`src/rtl/load_store_unit.sv`:
```
// Load/store unit between a core request port and a single-ported word memory.
// Handles byte/halfword/word loads with sign or zero extension, and byte/halfword
// stores via read-modify-write. Misaligned or illegal accesses complete with err
// and never touch memory.
//
// Ports:
//   clk, rst_n                 clock, synchronous active-low reset
//   req, is_store, funct3      access request, direction and size/extension code
//   addr, wdata                byte address and right-aligned store data
//   busy, done, err            not-idle flag, completion pulse, error with done
//   rdata                      last successful load result
//   mem_read, mem_write        memory enables
//   mem_addr, mem_wdata        memory word index and write word
//   mem_rdata                  combinational memory read word
module load_store_unit #(
  parameter int unsigned ADDR_W = 6
) (
  input  logic              clk,
  input  logic              rst_n,
  input  logic              req,
  input  logic              is_store,
  input  logic [2:0]        funct3,
  input  logic [31:0]       addr,
  input  logic [31:0]       wdata,
  output logic              busy,
  output logic              done,
  output logic              err,
  output logic [31:0]       rdata,
  output logic              mem_read,
  output logic              mem_write,
  output logic [ADDR_W-1:0] mem_addr,
  output logic [31:0]       mem_wdata,
  input  logic [31:0]       mem_rdata
);

  typedef enum logic [1:0] {StIdle, StRd, StWr, StResp} state_e;

  state_e             state_q;
  logic               is_store_q;
  logic [2:0]         funct3_q;
  logic [ADDR_W+1:0]  addr_q;
  logic [31:0]        wdata_q;
  logic [31:0]        word_q;
  logic               err_q;
  logic [31:0]        rdata_q;

  logic               req_err;
  logic [31:0]        lane;
  logic [31:0]        load_val;
  logic [31:0]        merged;

  // Address bits above the memory index are dropped, so accesses wrap.
  logic unused_addr_hi;
  assign unused_addr_hi = ^addr[31:ADDR_W+2];

  // Alignment and funct3 legality of the incoming request.
  always_comb begin
    req_err = 1'b0;
    if (is_store) begin
      case (funct3)
        3'b000:  req_err = 1'b0;
        3'b001:  req_err = addr[0];
        3'b010:  req_err = |addr[1:0];
        default: req_err = 1'b1;
      endcase
    end else begin
      case (funct3)
        3'b000, 3'b100: req_err = 1'b0;
        3'b001, 3'b101: req_err = addr[0];
        3'b010:         req_err = |addr[1:0];
        default:        req_err = 1'b1;
      endcase
    end
  end

  // Shift the addressed lane down to bit 0, then extend.
  always_comb begin
    lane = mem_rdata >> {addr_q[1:0], 3'b000};
    case (funct3_q)
      3'b000:  load_val = {{24{lane[7]}}, lane[7:0]};
      3'b001:  load_val = {{16{lane[15]}}, lane[15:0]};
      3'b100:  load_val = {24'd0, lane[7:0]};
      3'b101:  load_val = {16'd0, lane[15:0]};
      default: load_val = mem_rdata;
    endcase
  end

  // Sub-word store: replace only the addressed lane of the word read in RD.
  always_comb begin
    merged = word_q;
    if (funct3_q[0]) begin
      merged[{addr_q[1], 4'b0000} +: 16] = wdata_q[15:0];
    end else begin
      merged[{addr_q[1:0], 3'b000} +: 8] = wdata_q[7:0];
    end
  end

  always_ff @(posedge clk) begin
    if (!rst_n) begin
      state_q    <= StIdle;
      is_store_q <= 1'b0;
      funct3_q   <= 3'b000;
      addr_q     <= '0;
      wdata_q    <= 32'd0;
      word_q     <= 32'd0;
      err_q      <= 1'b0;
      rdata_q    <= 32'd0;
    end else begin
      case (state_q)
        StIdle: begin
          if (req) begin
            is_store_q <= is_store;
            funct3_q   <= funct3;
            addr_q     <= addr[ADDR_W+1:0];
            wdata_q    <= wdata;
            err_q      <= req_err;
            if (req_err) begin
              state_q <= StResp;
            end else if (is_store && funct3 == 3'b010) begin
              state_q <= StWr;
            end else begin
              state_q <= StRd;
            end
          end
        end
        StRd: begin
          if (is_store_q) begin
            word_q  <= mem_rdata;
            state_q <= StWr;
          end else begin
            rdata_q <= load_val;
            state_q <= StResp;
          end
        end
        StWr:    state_q <= StResp;
        StResp:  state_q <= StIdle;
        default: state_q <= StIdle;
      endcase
    end
  end

  assign busy      = (state_q != StIdle);
  assign done      = (state_q == StResp);
  assign err       = (state_q == StResp) && err_q;
  assign rdata     = rdata_q;
  assign mem_read  = (state_q == StRd);
  // Gating with rst_n keeps a reset during WR from committing a write.
  assign mem_write = (state_q == StWr) && rst_n;
  assign mem_addr  = (state_q == StIdle) ? '0 : addr_q[ADDR_W+1:2];
  assign mem_wdata = (state_q != StWr) ? 32'd0 : (funct3_q[1] ? wdata_q : merged);

endmodule

```
`config.mk`:
```
export PLATFORM = sky130hd
export DESIGN_NAME = load_store_unit
export DESIGN_NICKNAME = d
export VERILOG_FILES = /design/src/rtl/load_store_unit.sv
export SDC_FILE = /design/constraint.sdc
export NUM_CORES = 1
export LEC_CHECK = 0
export CAP_MARGIN = 20
export CORE_ASPECT_RATIO = 0.9
export CORE_MARGIN = 4
export CORE_UTILIZATION = 48
export DETAILED_ROUTE_END_ITERATION = 16
export GPL_ROUTABILITY_DRIVEN = 0
export GPL_TIMING_DRIVEN = 0
export PLACE_DENSITY = 0.82
export RECOVER_POWER = 25
export SYNTH_ARGS = -nofsm -noshare
export SYNTH_HDL_FRONTEND = slang
export SYNTH_SLANG_ARGS = --single-unit
```
`constraint.sdc`:
```
create_clock -name clk -period 3 [get_ports clk]
set_input_delay 0.9 -clock clk [delete_from_list [all_inputs] [get_ports clk]]
set_output_delay 0.9 -clock clk [all_outputs]
set_load 0.02 [all_outputs]
```
[Word-level counts from Yosys, hierarchy flattened]
Index checks and enable logic that the tools add are counted.
Storage, ports and cells
  output and inout port bits: 75
  flip-flop bits (word level): 111
  input port bits: 103
Cells by class
  multiplexer cells: 15
  equality and inequality tests: 12
  $add $sub $neg: 2
  bitwise logic cells: 1
  reductions and logical operators: 13
  shift operators: 5
Operators by type and width (count)
  $pmux 32 s4: 1
  $mux 32: 3
  $bwmux 32: 2
  $shift 16x7->32 const A: 1
  $shift 8x7->32 const A: 1
  $shiftx 16x7->32: 1
  $shiftx 8x7->32: 1
  $shr 32x5->16: 1
  $neg 5->7: 2
  $eq 3x3->1 const B: 4
  $pmux 2 s4: 1
  $eq 3x1->1 const B: 2
  $logic_not 3->1: 2
  $mux 2: 3
  $mux 6: 1
  $pmux 1 s3: 2
  $reduce_and 2->1: 3
  $reduce_or 2->1: 3
  $eq 2x2->1 const B: 2
  $ne 2x2->1 const B: 2
  $eq 3x2->1 const B: 1
  $logic_and 1x1->1: 3
  $eq 2x1->1 const B: 1
  $logic_not 2->1: 1
  3 further kinds: 4

[Logic depth before layout (Yosys ltp)]
Gate-level depths: netlist of the first run.
  depth after elaboration: 7
  gate-level depth with buffers: 8
  mapped depth without buffers: 6

[Least setup slack after synthesis of the first run]
OpenSTA, ideal clock, no wires.
  path kind: flip-flop to output port
  from: register addr_q[1]
  to: output port mem_wdata[10]
  setup slack: -0.116 ns
  cell stages (with the launch flop): 8
  arrival: 2.216 ns
  path buffers: 1
  cells stage by stage: dfxtp_1 > buf_6 > inv_1 > ha_1 > nand2_1 > nor3_1 > a221oi_1 > nor3_1
On the way
  word-level cells in the longest chain between the ends: 6
  elaborated cells on any way between the ends: 11
RTL lines
  from (decl): RTL line 41  | logic [ADDR_W+1:0] addr_q;
  from (signal assigned): RTL line 114  | addr_q <= addr[ADDR_W+1:0];
  $neg 5->7, on equally long branches: RTL line 92, 94
  $shiftx 16x7->32 (tied with other cells): RTL line 92  | merged[{addr_q[1], 4'b0000} +: 16] = wdata_q[15:0];
  $bwmux 32, on equally long branches: RTL line 92, 94
  $mux 32 *: RTL line 91  | if (funct3_q[0]) begin
  $mux 32 * (2 in series): RTL line 150  | assign mem_wdata = (state_q != StWr) ? 32'd0 : (funct3_q[1] ? wdata_q : merged);
  to (decl): RTL line 32  | output logic [31:0] mem_wdata,
Every way passes the cells marked *; elsewhere a longest branch is shown, timed or not.

[Final worst setup path of the first run]
  from: register addr_q[1]
  to: output port mem_wdata[22]
Same word-level chain as after synthesis.

==> metrics, run 1 <==
Slew headroom 57.3%; Placed Cells incl. Taps 1,076; failing checks negative setup slack; grt total ovfl 0; Worst Hold Class register to register; Final nets 1,062; crit-path max FO 6; vias in the first global route 6,329; Crit path depth 8; CP top delay family buffers and inverters; Final Skew 3.80 ps; Area Growth Syn to Fin 41.9%; routed via count 6,774; First DRT Iteration DRCs 928; Crit. End Element output port; status finished with violations; Bufs and invs on worst path 4; Largest stage delay, worst path 370 ps; final hold viol count 0; syn_nets 876; WL final 22.2 mm; Final min period 3190 ps; Die Span Y 113 um; worst-case reg-to-reg path depth 7; Chip Width 125 um; Gate Count Post-Synth 764; clock latency on the worst-skew pair 360 ps; number of synthesis warnings 0; Most Used Layer, Global Route met2; Final Cycle Share 106%; FP Rows 38; leakage power 0.00307 uW; hold path depth 2; area share of the largest cell type after synthesis 37.8%; CP Data Required Time 2100 ps; TritonCTS clock tree yes; crit path kind register to output port; Netlist Area Pre-Place 5880 um2; Power Density 798 nW/um2; Slew @ Worst Pin 641 ps; DRC Markers 0; Layout Utilization 69.4%; 1st-pass router iterations 8; CP Launch Type register; placed cell area 7680 um2; CP max-delay cell dfxtp_4; CTS sink cnt 111; Avg Vias per Cell 6.09; Max clock buf depth 2; asr flop ratio synth 0%; GR Util met3 6.51%; antenna cell count 0; max-cap violations 0; Arrival @ worst endpoint 2290 ps; Filler Cell Count 979; met1 usage 38.3%; initial antenna violation count 0; ys flop type dfxtp_1; CORE AREA 12,000 um2; Final ANT Viol Nets 0; routed len/inst 19.9 um; total power 6650 uW; Synth cell types 44; clk slew on worst S/H paths 70 ps; fin area 8340 um2; Slew Viols, Final 0; initial core utilization 48.9%; die area 14,100 um2; number of I/O pins 178; RSZ-0062 raised after global routing yes; dpl hpwl 15.5 mm; cell taking the most area after synthesis dfxtp_1; root buffer cell clkbuf_16; Worst VDD drop 0.384 mV; top area cells in the synthesized netlist dfxtp_1 38%, nand2_1 14%, a21boi_0 9.7%; largest net degree at the start of global routing 17; commonest non-fill, non-tap cells in the layout 216 x nand2_1, 118 x clkdlybuf4s50_1, 109 x dfxtp_1, 76 x a21boi_0, 48 x nor2_1; share of post-route cells with drive strength above 1 18.8%; post-synthesis average cell area 7.70 um2; synthesized flop and latch total 111; final setup fails 29; port bufs 152; total track usage 28.9%; global-route wire length before repair 32.9 mm; grt met2 use 45.7%; f_max 314 MHz; Final Non-Filler Cells 1,113; worst-path cell chain buf_8, clkinvlp_4, ha_4, nor4b_4, buf_6, a221oi_2, nor3_2, buf_4; most common library cell in the layout ignoring fill and taps nand2_1; setup ws final -188 ps; Seq/Total Area, Yosys 37.8%; # H-tree levels 3; total CTS buffers 9; Post-synth EDFFs 0
-- registers in the layout (all words and copies together), names as in the netlist --
signal and flops:
is_store_q 1, rdata 32, wdata_q 32, err_q 1
state_q 2, funct3_q 3, word_q 32, addr_q 8
-- Yosys cell counts, types with 2 or more instances --
cell type and count:
mux2i_1 8, and2_1 5, a211o_1 2, clkbuf_1 47, nand2b_1 3, a2bb2oi_1 7
o31ai_1 9, nand3_1 9, a21oi_2 10, a21o_1 2, buf_1 7, clkinv_1 3
ha_1 9, or2_2 2, nor3_1 30, a221oi_1 32, mux2_2 14, o21ai_0 15
a211oi_1 15, nor2b_1 9, nor2_1 48, a21oi_1 14, buf_6 2, o21a_1 2
nand2_1 218, inv_1 8, dfxtp_1 111, o22ai_1 28, a31oi_1 2, a21boi_0 76
buf_2 4
-- worst paths after layout --
check	startpoint	to	slack, ps
worst max-delay path	addr_q[1]$_SDFFE_PN0P_	mem_wdata[22]	-190
worst min-delay path	addr_q[4]$_SDFFE_PN0P_	addr_q[4]$_SDFFE_PN0P_	460
worst max register to register	state_q[1]$_SDFFE_PN0P_	rdata[7]$_SDFFE_PN0P_	720
worst min register to register	addr_q[4]$_SDFFE_PN0P_	addr_q[4]$_SDFFE_PN0P_	460
-- final cells by class --
| class | instances | area [um2] | share of cell area [%] |
|---|---|---|---|
| plain buffers | 58 | 283 | 3.39 |
| clock buffers | 11 | 253 | 3.03 |
| clock inverters | 3 | 43.8 | 0.525 |
| inverters | 12 | 65.1 | 0.780 |
| multi-input cells | 581 | 3650 | 43.7 |
| flip-flops and latches | 111 | 2230 | 26.7 |
| well taps | 160 | 200 | 2.40 |
| repair buffers | 177 | 1620 | 19.4 |
-- per-stage QoR --
| step | setup WS [ps] | TNS, ps | hold WS [ps] |
|---|---|---|---|
| after CTS | -118 | -1420 | 463 |
| final | -188 | -3270 | 459 |
| after floorplan | 18.5 | 0 | 439 |
| after global placement | -908 | -23620 | 446 |
| after global routing | -250 | -5250 | 482 |
| after detailed placement | -933 | -24410 | 453 |
-- per-layer routing --
| metal | vias to the layer above | wire, um |
|---|---|---|
| met5 | - | 0 |
| met4 | 0 | 1030 |
| met3 | 107 | 2420 |
| met2 | 490 | 9980 |
| met1 | 3130 | 8770 |
| li1 | 3047 | - |
-- power by group --
group / internal (uW) / switching, uW / total, uW
Sequential: 1800 / 265 / 2060
Combinational: 1360 / 1990 / 3340
Clock: 685 / 563 / 1250
Total: 3840 / 2820 / 6650
-- timing repair --
item / CTS / global route
hold buffers: 0 / 0
setup buffers: 15 / 10
setup endpoints to repair: 36 / 33
resized for setup: 210 / 36
pin swaps: 22 / 19
-- kinds of logic (layout without fill, tap and decap cells) --
kind of cell	count (synthesis)	in the layout	share of synthesized area, %
flops	111	111	37.8
fa+ha+maj	9	9	1.92
simple gates	330	330	23.5
buf+inv	72	261	4.94
mux	23	23	4.43
compound gates	219	219	27.5
-- worst reg2reg max path, stage by stage, from the launching register on --
cell and delay [ps]:
dfxtp_1 350, inv_1 90, ha_1 320, nor2b_1 190, clkbuf_1 330, clkbuf_1 550
o21ai_0 230, a21oi_1 160
(Power assumes the default switching activity.)
==> run 2, diff against run 1 <==
- CORE_UTILIZATION: 48 -> 51
- PLACE_DENSITY: 0.82 -> 0.86
- clock period: 3 -> 4.1 ns (I/O delays scaled with it)
==> run 2 against run 1 <==
The run still ends with negative setup slack left. Core utilization rose by 3.3 points. Global-route usage up 1.4 points. Die area decreased by 5.5%. Final area decreased by 3.9%. Register-to-register slack improved by 1200 ps. Count of clock-buffer cells in the layout decreased by 1. Sequential share of layout area rose by 1.0 points. Clock skew is 4.5 ps higher. Combinational power decreased by 33%. Critical path depth shrank 1. Worst setup slack better by 140 ps. Sequential power is 27% lower. Highest routed layer unchanged.
==> metrics, run 2 (synthesis results as in run 1) <==
status finished with violations; failing checks negative setup slack; dpl hpwl 15.4 mm (-0.55%); Max Used Layer met4; vias in the first global route 6,221 (-1.7%); grt total ovfl 0 (unchanged); Area Growth Syn to Fin 36.4%; Die Span Y 110 um (-2.8%); die area 13,300 um2 (-5.5%); Pint 2700 uW (-30%); routed via count 6,621 (-2.3%); initial antenna violation count 0 (unchanged); Arrival @ worst endpoint 2910 ps (+620 ps); clock latency on the worst-skew pair 360 ps (about the same); crit-path max FO 10 (+4); root buffer cell clkbuf_16; Slew Viols, Final 0 (unchanged); f_max 241 MHz; port bufs 152 (unchanged); DRC Markers 0 (unchanged); Slew @ Worst Pin 631 ps (-10.1 ps); Final min period 4140 ps; setup ws final -44.2 ps (+144 ps); number of I/O pins 178 (unchanged); CP Launch Point addr_q[1]$_SDFFE_PN0P_; Crit path depth 7 (-1); Met3 Wirelength 2.62 mm (+8.3%); fin area 8020 um2 (-3.9%); share of post-route cells with drive strength above 1 8.19% (-11 points); Reg power frac 32.2% (+1.2 points); First DRT Iteration DRCs 896 (-3.4%); worst-case reg-to-reg path depth 7 (unchanged); CTS sink cnt 111 (unchanged); Placed Cells incl. Taps 1,068 (-0.74%); global-route wire length before repair 31.8 mm (-3.5%); Hold Startpoint addr_q[6]$_SDFFE_PN0P_; Worst Hold Class register to register; r2r setup slk 1920 ps (+1200 ps); CP Launch Type register; routed length on met1 8.02 mm (-8.5%); total track usage 30.3% (+1.4 points); clk slew on worst S/H paths 80 ps (about the same); total CTS buffers 9 (unchanged); most common library cell in the layout ignoring fill and taps nand2_1; Final nets 1,047 (-1.4%); largest net degree at the start of global routing 19 (+2); Final Non-Filler Cells 1,093 (-1.8%); Final Cycle Share 101%; max-cap violations 0 (unchanged); CP max-delay cell clkdlybuf4s50_1; WL met2 9.50 mm (-4.8%); commonest non-fill, non-tap cells in the layout 218 x nand2_1, 113 x clkdlybuf4s50_1, 111 x dfxtp_1, 76 x a21boi_0, 48 x nor2_1; Worst VDD drop 0.348 mV (-9.5%); Max clock buf depth 2 (unchanged); clock network fraction of total power 19.7% (+0.9 points); WL final 20.9 mm (-5.7%); # H-tree levels 3 (unchanged); crit path kind register to output port; Crit. End Element output port; Bufs and invs on worst path 4 (unchanged); CTS Hold Bufs 0 (unchanged); TritonCTS clock tree yes; 1st-pass router iterations 6 (-2); initial core utilization 53.3% (+4.4 points); worst-path cell chain buf_6, clkinvlp_4, a21oi_2, buf_2, o22ai_1, nor3_1, clkdlybuf4s50_1; Comb pwr share 48.1% (-2.2 points); Layout Utilization 72.7% (+3.3 points); Slew headroom 57.9% (+0.67 points); Final ANT Viol Nets 0 (unchanged); hold path depth 2 (unchanged); worst hold slack 458 ps (-0.911 ps); Largest stage delay, worst path 670 ps (+300 ps); final setup fails 3 (-90%); final hold viol count 0 (unchanged); dpl ws -468 ps (+466 ps); placed cell area 7590 um2 (-1.2%); Chip Width 121 um (-2.8%); Psw 1960 uW (-30%); CP Data Required Time 2870 ps (+770 ps); Sw Share 42.1% (-0.19 points); Power Density 581 nW/um2 (-27%); leakage power 0.00300 uW (-2.1%); CP top delay family buffers and inverters; Avg Vias per Cell 6.06 (-0.47%); Final Skew 8.27 ps (+4.47 ps); CORE AREA 11,000 um2 (-8.3%); FP Rows 36 (-5.3%); RSZ-0062 raised after global routing yes; routed len/inst 19.2 um (-4.0%); r2r startpoint state_q[1]$_SDFFE_PN0P_
==> run 2: changes by cell type in the layout (fill, tap and decap cells not counted), sizes merged, moves of 3 or more <==
cell,delta
dlygate4sd3,+8
dlymetal6s2s,+5
dlygate4sd2,+20
clkdlybuf4s15,+3
buf,-50
clkdlybuf4s50,-5
==> run 2: final timing paths <==
kind                                          endpoint
worst max-delay path                      mem_wdata[7]
worst min-delay path            addr_q[6]$_SDFFE_PN0P_
worst max register to register  rdata[13]$_SDFFE_PN0P_
worst min register to register  addr_q[6]$_SDFFE_PN0P_
==> run 2: area by class of cell <==
| type | count | area [um2] |
|---|---|---|
| clock buffers | 10 | 239 |
| clock inverters | 6 | 67.6 |
| repair buffers | 161 | 1570 |
| inverters | 12 | 53.8 |
| multi-input cells | 581 | 3420 |
| fillers | 894 | 3020 |
| flip-flops and latches | 111 | 2220 |
| diodes | 1 | 2.50 |
| well taps | 152 | 190 |
| plain buffers | 59 | 246 |
==> run 2: metrics by stage <==
| stage | TNS [ps] | power (uW) |
|---|---|---|
| 3_3_place_gp | -1940 | 3620 |
| 4_1_cts | -49.6 | 4570 |
| 6_report | -60.5 | 4660 |
| 5_1_grt | -435 | 4920 |
| 2_1_floorplan | 0 | 2810 |
| 3_5_place_dp | -2190 | 3670 |
==> run 2: metal layers <==
layer	GRT usage [%]	vias up
met3	8.18	109
li1	-	3014
met4	10.6	0
met2	48.9	473
met1	39.5	3025
met5	0	-
==> run 2: repair_timing <==
item / 4_1_cts / 5_1_grt
pin swaps: 2 / 1
buffers inserted: 4 / 5
gates resized for setup: 33 / 21
setup endpoints to repair: 33 / 18
==> run 2: power by group through the flow <==
stage	logic (uW)	clock network [uW]	registers (uW)
after CTS	2170	914	1490
after global routing	2430	964	1520
after detailed placement	2150	0	1510
after global placement	2110	0	1510
after floorplan	1190	0	1610
final	2240	919	1500
==> run 2: tightest hold or removal path: stages (launching register included) <==
cell      delay [ps]
dfxtp_1          310
nand2_1           40
a21boi_0          60
